[config.mk]
export PLATFORM = sky130hd
export DESIGN_NAME = rl_fifo_1rw_ctrl
export DESIGN_NICKNAME = d
export VERILOG_FILES = /design/src/rtl/rl_fifo_obuf.sv /design/src/rtl/rl_fifo_1rw_ctrl.sv
export SDC_FILE = /design/constraint.sdc
export NUM_CORES = 1
export LEC_CHECK = 0
export CAP_MARGIN = 20
export CORE_ASPECT_RATIO = 1.2
export CORE_MARGIN = 2
export CORE_UTILIZATION = 50
export CTS_CLUSTER_DIAMETER = 80
export CTS_CLUSTER_SIZE = 12
export DETAILED_ROUTE_END_ITERATION = 16
export PLACE_DENSITY_LB_ADDON = 0.05
export SYNTH_ARGS = -nofsm -noshare
export SYNTH_HDL_FRONTEND = slang
export SYNTH_HIERARCHICAL = 1
export SYNTH_SLANG_ARGS = --single-unit
[constraint.sdc]
create_clock -name clk_i -period 5.5 [get_ports clk_i]
set_clock_uncertainty 0.15 [all_clocks]
set_input_delay 0.55 -clock clk_i [delete_from_list [all_inputs] [get_ports clk_i]]
set_output_delay 0.55 -clock clk_i [all_outputs]
set_load 0.1 [all_outputs]
[src/rtl/rl_fifo_obuf.sv]
`default_nettype none
// ============================================================================
// Module      : rl_fifo_obuf
// Description : Two-entry output buffer holding the head words of the FIFO.
//               Head word is presented on data_o; occupancy on occ_o.
// Revision    : 1.0 - initial release
// ============================================================================
module rl_fifo_obuf #(
  parameter int DBITS = 32
) (
  input  logic             clk_i,
  input  logic             rst_ni,
  input  logic             push_i,
  input  logic [DBITS-1:0] push_data_i,
  input  logic             pop_i,
  output logic [1:0]       occ_o,
  output logic [DBITS-1:0] data_o
);

  logic [DBITS-1:0] entry_q [2];
  logic [DBITS-1:0] entry_d [2];
  logic             rptr_q, rptr_d;
  logic [1:0]       occ_q, occ_d;
  logic             do_pop;
  logic             do_push;
  logic             wptr;

  // Next-state for the two slots, read pointer and occupancy.
  always_comb begin
    do_pop     = pop_i & (occ_q != 2'd0);
    // A full buffer only takes a new word when the head leaves in the same cycle.
    do_push    = push_i & ((occ_q != 2'd2) | do_pop);
    // Slot after the last valid one; equals the head slot when full (head is leaving).
    wptr       = rptr_q ^ occ_q[0];
    entry_d[0] = entry_q[0];
    entry_d[1] = entry_q[1];
    rptr_d     = rptr_q;
    occ_d      = occ_q;
    if (do_push) begin
      entry_d[wptr] = push_data_i;
    end
    if (do_pop) begin
      rptr_d = ~rptr_q;
    end
    case ({do_push, do_pop})
      2'b10:   occ_d = occ_q + 2'd1;
      2'b01:   occ_d = occ_q - 2'd1;
      default: occ_d = occ_q;
    endcase
  end

  // Buffer state register; slots clear on reset so the head reads zero.
  always_ff @(posedge clk_i or negedge rst_ni) begin
    if (!rst_ni) begin
      entry_q[0] <= '0;
      entry_q[1] <= '0;
      rptr_q     <= 1'b0;
      occ_q      <= 2'd0;
    end else begin
      entry_q[0] <= entry_d[0];
      entry_q[1] <= entry_d[1];
      rptr_q     <= rptr_d;
      occ_q      <= occ_d;
    end
  end

  assign occ_o  = occ_q;
  assign data_o = entry_q[rptr_q];

endmodule
`default_nettype wire

[src/rtl/rl_fifo_1rw_ctrl.sv]
`default_nettype none
// ============================================================================
// Module      : rl_fifo_1rw_ctrl
// Description : FIFO controller over a single-port (1RW) RAM with a 2-entry
//               output buffer, bypass path and read prefetch.
// Revision    : 1.0 - initial release
// ============================================================================
module rl_fifo_1rw_ctrl #(
  parameter int ABITS = 10,
  parameter int DBITS = 32
) (
  input  logic                   clk_i,
  input  logic                   rst_ni,
  input  logic                   in_valid_i,
  input  logic [DBITS-1:0]       in_data_i,
  output logic                   in_ready_o,
  output logic                   out_valid_o,
  output logic [DBITS-1:0]       out_data_o,
  input  logic                   out_ready_i,
  output logic [ABITS+1:0]       count_o,
  output logic [ABITS-1:0]       ram_addr_o,
  output logic                   ram_we_o,
  output logic [(DBITS+7)/8-1:0] ram_be_o,
  output logic [DBITS-1:0]       ram_din_o,
  input  logic [DBITS-1:0]       ram_dout_i
);

  localparam int BEBITS = (DBITS + 7) / 8;
  localparam logic [ABITS:0] RAM_FULL = {1'b1, {ABITS{1'b0}}};

  logic [ABITS-1:0] wr_ptr_q, wr_ptr_d;
  logic [ABITS-1:0] rd_ptr_q, rd_ptr_d;
  logic [ABITS:0]   ram_cnt_q, ram_cnt_d;
  logic             inflt_q, inflt_d;
  logic [ABITS+1:0] count_q, count_d;

  logic [1:0]       occ;
  logic [1:0]       occ_after_pop;
  logic             rd_pri;
  logic             push;
  logic             pop;
  logic             bypass;
  logic             ram_wr;
  logic             ram_rd;
  logic             obuf_push;
  logic [DBITS-1:0] obuf_data;

  // Handshakes, access arbitration and pointer/counter next-state.
  always_comb begin
    // Buffer and in-flight read both empty while RAM holds data: the RAM
    // must be read now, so the producer is stalled for this cycle.
    rd_pri        = (ram_cnt_q != '0) & (occ == 2'd0) & ~inflt_q;
    in_ready_o    = (ram_cnt_q != RAM_FULL) & ~rd_pri;
    out_valid_o   = (occ != 2'd0);
    push          = in_valid_i & in_ready_o;
    pop           = out_valid_o & out_ready_i;
    occ_after_pop = occ - {1'b0, pop};
    // Bypass only while nothing older sits in RAM or in flight.
    bypass        = push & (ram_cnt_q == '0) & ~inflt_q & (occ_after_pop < 2'd2);
    ram_wr        = push & ~bypass;
    // Prefetch keeps buffer + in-flight read at most two words.
    ram_rd        = ~ram_wr & (ram_cnt_q != '0) &
                    ((occ_after_pop + {1'b0, inflt_q}) < 2'd2);

    wr_ptr_d  = wr_ptr_q;
    rd_ptr_d  = rd_ptr_q;
    ram_cnt_d = ram_cnt_q;
    inflt_d   = ram_rd;
    count_d   = count_q + {{(ABITS+1){1'b0}}, push} - {{(ABITS+1){1'b0}}, pop};
    if (ram_wr) begin
      wr_ptr_d  = wr_ptr_q + 1'b1;
      ram_cnt_d = ram_cnt_q + 1'b1;
    end
    if (ram_rd) begin
      rd_ptr_d  = rd_ptr_q + 1'b1;
      ram_cnt_d = ram_cnt_q - 1'b1;
    end

    // Bypass and read return never coincide: bypass requires no read in flight.
    obuf_push = bypass | inflt_q;
    obuf_data = inflt_q ? ram_dout_i : in_data_i;

    ram_we_o   = ram_wr;
    ram_addr_o = ram_wr ? wr_ptr_q : rd_ptr_q;
    ram_be_o   = {BEBITS{1'b1}};
    ram_din_o  = in_data_i;
  end

  // Controller state register; clearing inflt drops any pending read return.
  always_ff @(posedge clk_i or negedge rst_ni) begin
    if (!rst_ni) begin
      wr_ptr_q  <= '0;
      rd_ptr_q  <= '0;
      ram_cnt_q <= '0;
      inflt_q   <= 1'b0;
      count_q   <= '0;
    end else begin
      wr_ptr_q  <= wr_ptr_d;
      rd_ptr_q  <= rd_ptr_d;
      ram_cnt_q <= ram_cnt_d;
      inflt_q   <= inflt_d;
      count_q   <= count_d;
    end
  end

  rl_fifo_obuf #(
    .DBITS (DBITS)
  ) u_obuf (
    .clk_i       (clk_i),
    .rst_ni      (rst_ni),
    .push_i      (obuf_push),
    .push_data_i (obuf_data),
    .pop_i       (pop),
    .occ_o       (occ),
    .data_o      (out_data_o)
  );

  assign count_o = count_q;

endmodule
`default_nettype wire

==> results.yml, run 1 <==
floorplan:
  core-area_sq_um: 15000
  ioPinCount: 161
  dieHeight_microns: 140
  fp.dieArea_sq_um: 16500
  num_rows: 49
  fp.dieW_microns: 117
  start_util: 0.514
global_routing:
  grt_pass1_vias: 6605
  grt_overflow: 0
  grt_pass1_wl_microns: 32100
  antenna_found_initial: 0
  grtUsageTotal: 0.235
  grt_max_degree: 68
placed_design:
  io_buffers: 156
  gp_congestion: 0.804
  dp_hpwl_microns: 12800
  placed_cells: 1068
setup_path:
  reg2reg_setup_slack_ps: 1250
  worstSetupStartpointType: "flip-flop"
  end_kind: "flip-flop"
  reg2regPathDepth: 12
  arrival_ps: 4330
  crit_type: "reg2reg"
  r2r_start: "u_obuf/occ_o[1]"
  crit_required_ps: 5590
  crit_fanout: 22
  rr_endpoint: "ram_cnt_q[8]"
routing:
  dr.first_iter.drc_count: 406
  drt_wl_total_microns: 19500
  via_count: 6566
  antenna_left: 0
  remaining_drc_errors: 0
  routed_via_density: 6.05
  dr.pass1.iters: 5
  wl_per_cell_microns: 18.0
status:
  status: "complete, no violations"
timing:
  setup_viol: 0
  relSlewSlack: 0.256
  finalHoldViolations: 0
  rsz0062_at_grt: "no"
  drv_slew: 0
  setup_tns_ps: 0
  fmaxAchievable_mhz: 235
  worst_pin_slew_ps: 1120
  post-route-min-period_ps: 4250
  period_share: 0.772
clocking:
  cts_hold_buf: 0
  clkSlewWorstSetupHoldPaths_ps: 70
  clockBufferDepth: 2
  htreeDepth: 3
  clock_sinks: 111
  cts_resized: 0
  cts-root-buf: "clkbuf_16"
  cts_tree: "built"
  clkLatencyLatePin_ps: 350
  cts_buffers: 9
  post_cts_buffers: 0
synthesis:
  synthCells: 795
  yosysTopAreaCell: "dfrtp_1"
  synth_top_flop_cell: "dfrtp_1"
  synth.distinct_cells: 60
  ys_seq_area_frac: 0.360
  synth-seq-cells: 111
  synth-async-reset-ratio: 1.00
  yosysWarnings: 6
  netlist_top_cells_area: "dfrtp_1 (36%), mux2_2 (9.0%), a311o_1 (8.0%)"
  avgSynthCellArea_sq_um: 9.71
  netlist.area_leader.share: 0.360
  synth_area_sq_um: 7720
  synth_edf_count: 0
final_layout:
  area_delta_synth_final_pct: 21.1
  drive_gt1_frac: 0.134
  nNetsFinal: 972
  finalNonFillerCells: 1086
  diodes: 0
hold_path:
  hold_class: "in2async"
job:
  cap_viol_max_count: 0
[cells in the mapped netlist, types with 24 or more instances]
cell and n:
nor3_1 34, dfrtp_1 111, nor4_1 33, a311o_1 62, nand2_1 62, inv_1 42, xnor2_1 33, o21ai_0 35
ha_1 25, buf_4 48, buf_2 30, mux2_2 62, o2bb2ai_1 41, o22ai_1 24
[area by class of cell]
| class | count | area (sq um) |
|---|---|---|
| Clock buffer | 12 | 267 |
| Sequential cell | 111 | 2780 |
| Fill cell | 1287 | 5670 |
| Tap cell | 204 | 255 |
| Clock inverter | 4 | 52.6 |
| Multi-Input combinational cell | 547 | 4200 |
| Inverter | 42 | 158 |
| Timing Repair Buffer | 166 | 1630 |
[worst max-delay path, cell delays in order, from the launching register on]
cell and delay [ps]:
dfrtp_1 460, or2_2 340, and2_1 250, ha_1 220
xor2_1 290, xnor2_1 210, o211a_1 680, ha_1 400
a21oi_1 220, o22ai_1 160, o41ai_1 390, xnor2_1 100
mux2_2 260
[cells in the final DEF (no fill, tap or decap), types with 4 or more instances in the layout]
| master | synthesis | layout |
|---|---|---|
| xnor2_1 | 33 | 33 |
| dfrtp_1 | 111 | 108 |
| a21oi_1 | 10 | 10 |
| nor3_1 | 34 | 34 |
| nand3_1 | 11 | 11 |
| inv_1 | 42 | 42 |
| o22ai_1 | 24 | 24 |
| nor2b_1 | 9 | 8 |
| a311o_1 | 62 | 62 |
| nor2_1 | 11 | 11 |
| nand4_1 | 10 | 10 |
| nand2_1 | 62 | 62 |
| nand2b_1 | 7 | 6 |
| buf_4 | 48 | 20 |
| clkbuf_16 | 0 | 9 |
| mux2_2 | 62 | 62 |
| conb_1 | 1 | 4 |
| ha_1 | 25 | 25 |
| nor4_1 | 33 | 33 |
| xor2_1 | 10 | 10 |
| o21ai_0 | 35 | 35 |
| and3_1 | 10 | 10 |
| o2bb2ai_1 | 41 | 41 |
| clkdlybuf4s50_1 | 0 | 144 |
[worst max path at each step]
stage	to	startpoint	slack, ps	depth (start not counted)
4_1_cts	ram_cnt_q[9]	u_obuf/occ_o[1]	1290	12
6_report	ram_cnt_q[8]	u_obuf/occ_o[1]	1250	12
5_1_grt	ram_cnt_q[9]	u_obuf/occ_o[1]	1030	12
2_1_floorplan	count_o[10]	u_obuf/occ_o[1]	850	14
3_5_place_dp	ram_cnt_q[8]	out_ready_i	1060	12
3_3_place_gp	ram_cnt_q[8]	out_ready_i	1240	12
[kinds of logic after synthesis]
kind of cell / synth area share
XOR/XNOR: 0.0488
AO/OA/AOI/OAI: 0.209
adder cells (fa/ha/maj): 0.0457
AND/OR/NAND/NOR: 0.144
buffers and inverters: 0.0994
multiplexers: 0.0930
flip-flops: 0.360
other: 0.000486
[metrics by stage]
stage	setup slack, ps	area [sq um]	util	hold slack, ps
6_report	1250	9350	0.622	180
3_3_place_gp	1240	8990	0.599	310
4_1_cts	1290	9310	0.620	195
3_5_place_dp	1060	8990	0.599	323
5_1_grt	1030	9350	0.622	243
2_1_floorplan	848	7730	-	104
[metal layers]
| metal | share of wire | vias up | GRT usage | wire length (microns) |
|---|---|---|---|---|
| met5 | 0 | - | 0 | 0 |
| met4 | 0.010 | 0 | 0.0609 | 196 |
| met3 | 0.051 | 15 | 0.0505 | 992 |
| met2 | 0.51 | 179 | 0.428 | 9940 |
| met1 | 0.43 | 3246 | 0.281 | 8390 |
| li1 | - | 3126 | - | - |
[registers in the layout (all words and copies together) (netlist names)]
register        cells
count_o            12
u_obuf/entry_q     64
inflt_q             1
u_obuf/occ_o        2
rd_ptr_q           10
ram_cnt_q          11
u_obuf/rptr_q       1
wr_ptr_q           10
Power of run 1 is left out: the tool's default activity adds up to more than one toggle a clock period on the data nets, which glitch-free logic cannot reach.
==> run 2, diff against run 1 <==
CORE_UTILIZATION = 47   (was 50)
clock period = 3.55 ns   (was 5.5 ns; I/O delays follow)
==> results.yml, run 2 (same netlist as run 1, synthesis figures left out) <==
routing:
  remaining_drc_errors: 0
  wl_per_cell_microns: 17.9
  via_count: 6614
  routed_via_density: 5.97
  drt_wl_total_microns: 19800
  dr.pass1.iters: 5
  dr.first_iter.drc_count: 450
  antenna_left: 0
placed_design:
  io_buffers: 156
  dp_hpwl_microns: 13100
  gp_congestion: 0.842
timing:
  worst_pin_slew_ps: 968
  setup_tns_ps: 0
  period_share: 0.962
  finalHoldViolations: 0
  drv_slew: 0
  setup_viol: 0
  post-route-min-period_ps: 3420
  relSlewSlack: 0.353
  fmaxAchievable_mhz: 293
setup_path:
  crit_type: "reg2reg"
  end_kind: "flip-flop"
  arrival_ps: 3510
  path_cells: "or2_4 > and2_1 > ha_1 > nor2b_1 > xnor2_1 > o211a_2 > buf_4 > buf_4 > ha_1 > a21oi_1 > o22ai_1 > buf_4 > nor2_1 > xnor2_1 > mux2_2"
  crit_required_ps: 3640
  crit_top_cell: "buf_4"
  reg2regPathDepth: 15
  crit_fanout: 5
  worstPathBufferInverterCount: 3
  critPathMaxStageDelay_ps: 430
  cp_top_family: "compound AO/OA/AOI/OAI gates"
  cp.depth: 15
  worst_path_max_delay_cell: "dfrtp_2"
  worstSetupStartpointType: "flip-flop"
clocking:
  cts_buffers: 9
  cts_tree: "built"
  clkLatencyLatePin_ps: 350
  htreeDepth: 3
  clockBufferDepth: 2
  clock_sinks: 111
  cts-root-buf: "clkbuf_16"
  clkSlewWorstSetupHoldPaths_ps: 70
final_layout:
  fillers: 1432
  area_delta_synth_final_pct: 23.3
  nNetsFinal: 986
  final_cell_mix: "dfrtp_1 (108), buf_4 (85), clkdlybuf4s50_1 (78)"
  top_register: "u_obuf/entry_q"
  diodes: 0
  largest_reg_flops: 64
  drive_gt1_frac: 0.234
  final_common_cell: "dfrtp_1"
hold_path:
  hold_class: "reg2reg"
  min_delay_path_depth: 1
floorplan:
  num_rows: 51
  start_util: 0.478
  fp.dieArea_sq_um: 17500
  fp.dieW_microns: 121
  core-area_sq_um: 16100
  ioPinCount: 161
  dieHeight_microns: 144
global_routing:
  grt_pass1_vias: 6636
  grtUsageTotal: 0.226
  grt_overflow: 0
  grt_pass1_wl_microns: 32000
  antenna_found_initial: 0
  grt_max_degree: 61
status:
  status: "complete, no violations"
job:
  cap_viol_max_count: 0
## run 2: cell count changes in the layout (fill, tap and decap cells not counted), moves of 3 or more
cell / change
o21ai_0: -3
o21ai_2: +3
clkdlybuf4s50_1: -66
buf_4: +65
clkbuf_1: +3
buf_12: +14
## run 2: final timing paths
path	from	endpoint	slack [ps]
worst max-delay path	u_obuf/occ_o[0]	ram_cnt_q[6]	130
worst min-delay path	rd_ptr_q[9]	rd_ptr_q[9]	330
worst max register to register	u_obuf/occ_o[0]	ram_cnt_q[6]	130
worst min register to register	rd_ptr_q[9]	rd_ptr_q[9]	330
max in group asynchronous	rst_ni	inflt_q	2010
min in group asynchronous	rst_ni	u_obuf/entry_q[45]	460
## run 2: cell type report
class / instances / area (sq um) / share of cell area
multi-input cells: 547 / 4280 / 0.450
flip-flops and latches: 111 / 2780 / 0.292
repair buffers: 180 / 1750 / 0.184
well taps: 212 / 265 / 0.0279
clock buffers: 14 / 264 / 0.0277
inverters: 42 / 158 / 0.0166
clock inverters: 2 / 15.0 / 0.00158
## run 2: layer usage
layer | part of all wire | routed length [microns] | track usage | vias to the layer above
met1 | 0.43 | 8620 | 0.286 | 3199
met4 | 0.020 | 399 | 0.0961 | 0
met3 | 0.058 | 1150 | 0.0319 | 26
li1 | - | - | - | 3150
met5 | 0 | 0 | 0 | -
met2 | 0.49 | 9680 | 0.385 | 239
## run 2: stage by stage
step	util	hold slack (ps)	std cells	setup slack, ps	instance area, sq um
2_1_floorplan	-	-90.6	798	-72.7	7750
3_3_place_gp	0.565	308	1087	10.3	9130
3_5_place_dp	0.565	315	1087	-180	9130
4_1_cts	0.584	330	1106	10.1	9430
5_1_grt	0.589	339	1108	-27.0	9520
6_report	0.589	330	1108	133	9520
## run 2: what timing repair did
item                                    in CTS  in global routing
cloned                                       0                  0
hold endpoints to repair                    51                  0
resized for setup                            1                 18
hold buffers                                 1                  0
pin swaps                                    1                  5
endpoints found under the setup margin       3                  7
setup buffers                                2                  2
Power of run 2 is left out for the same reason.
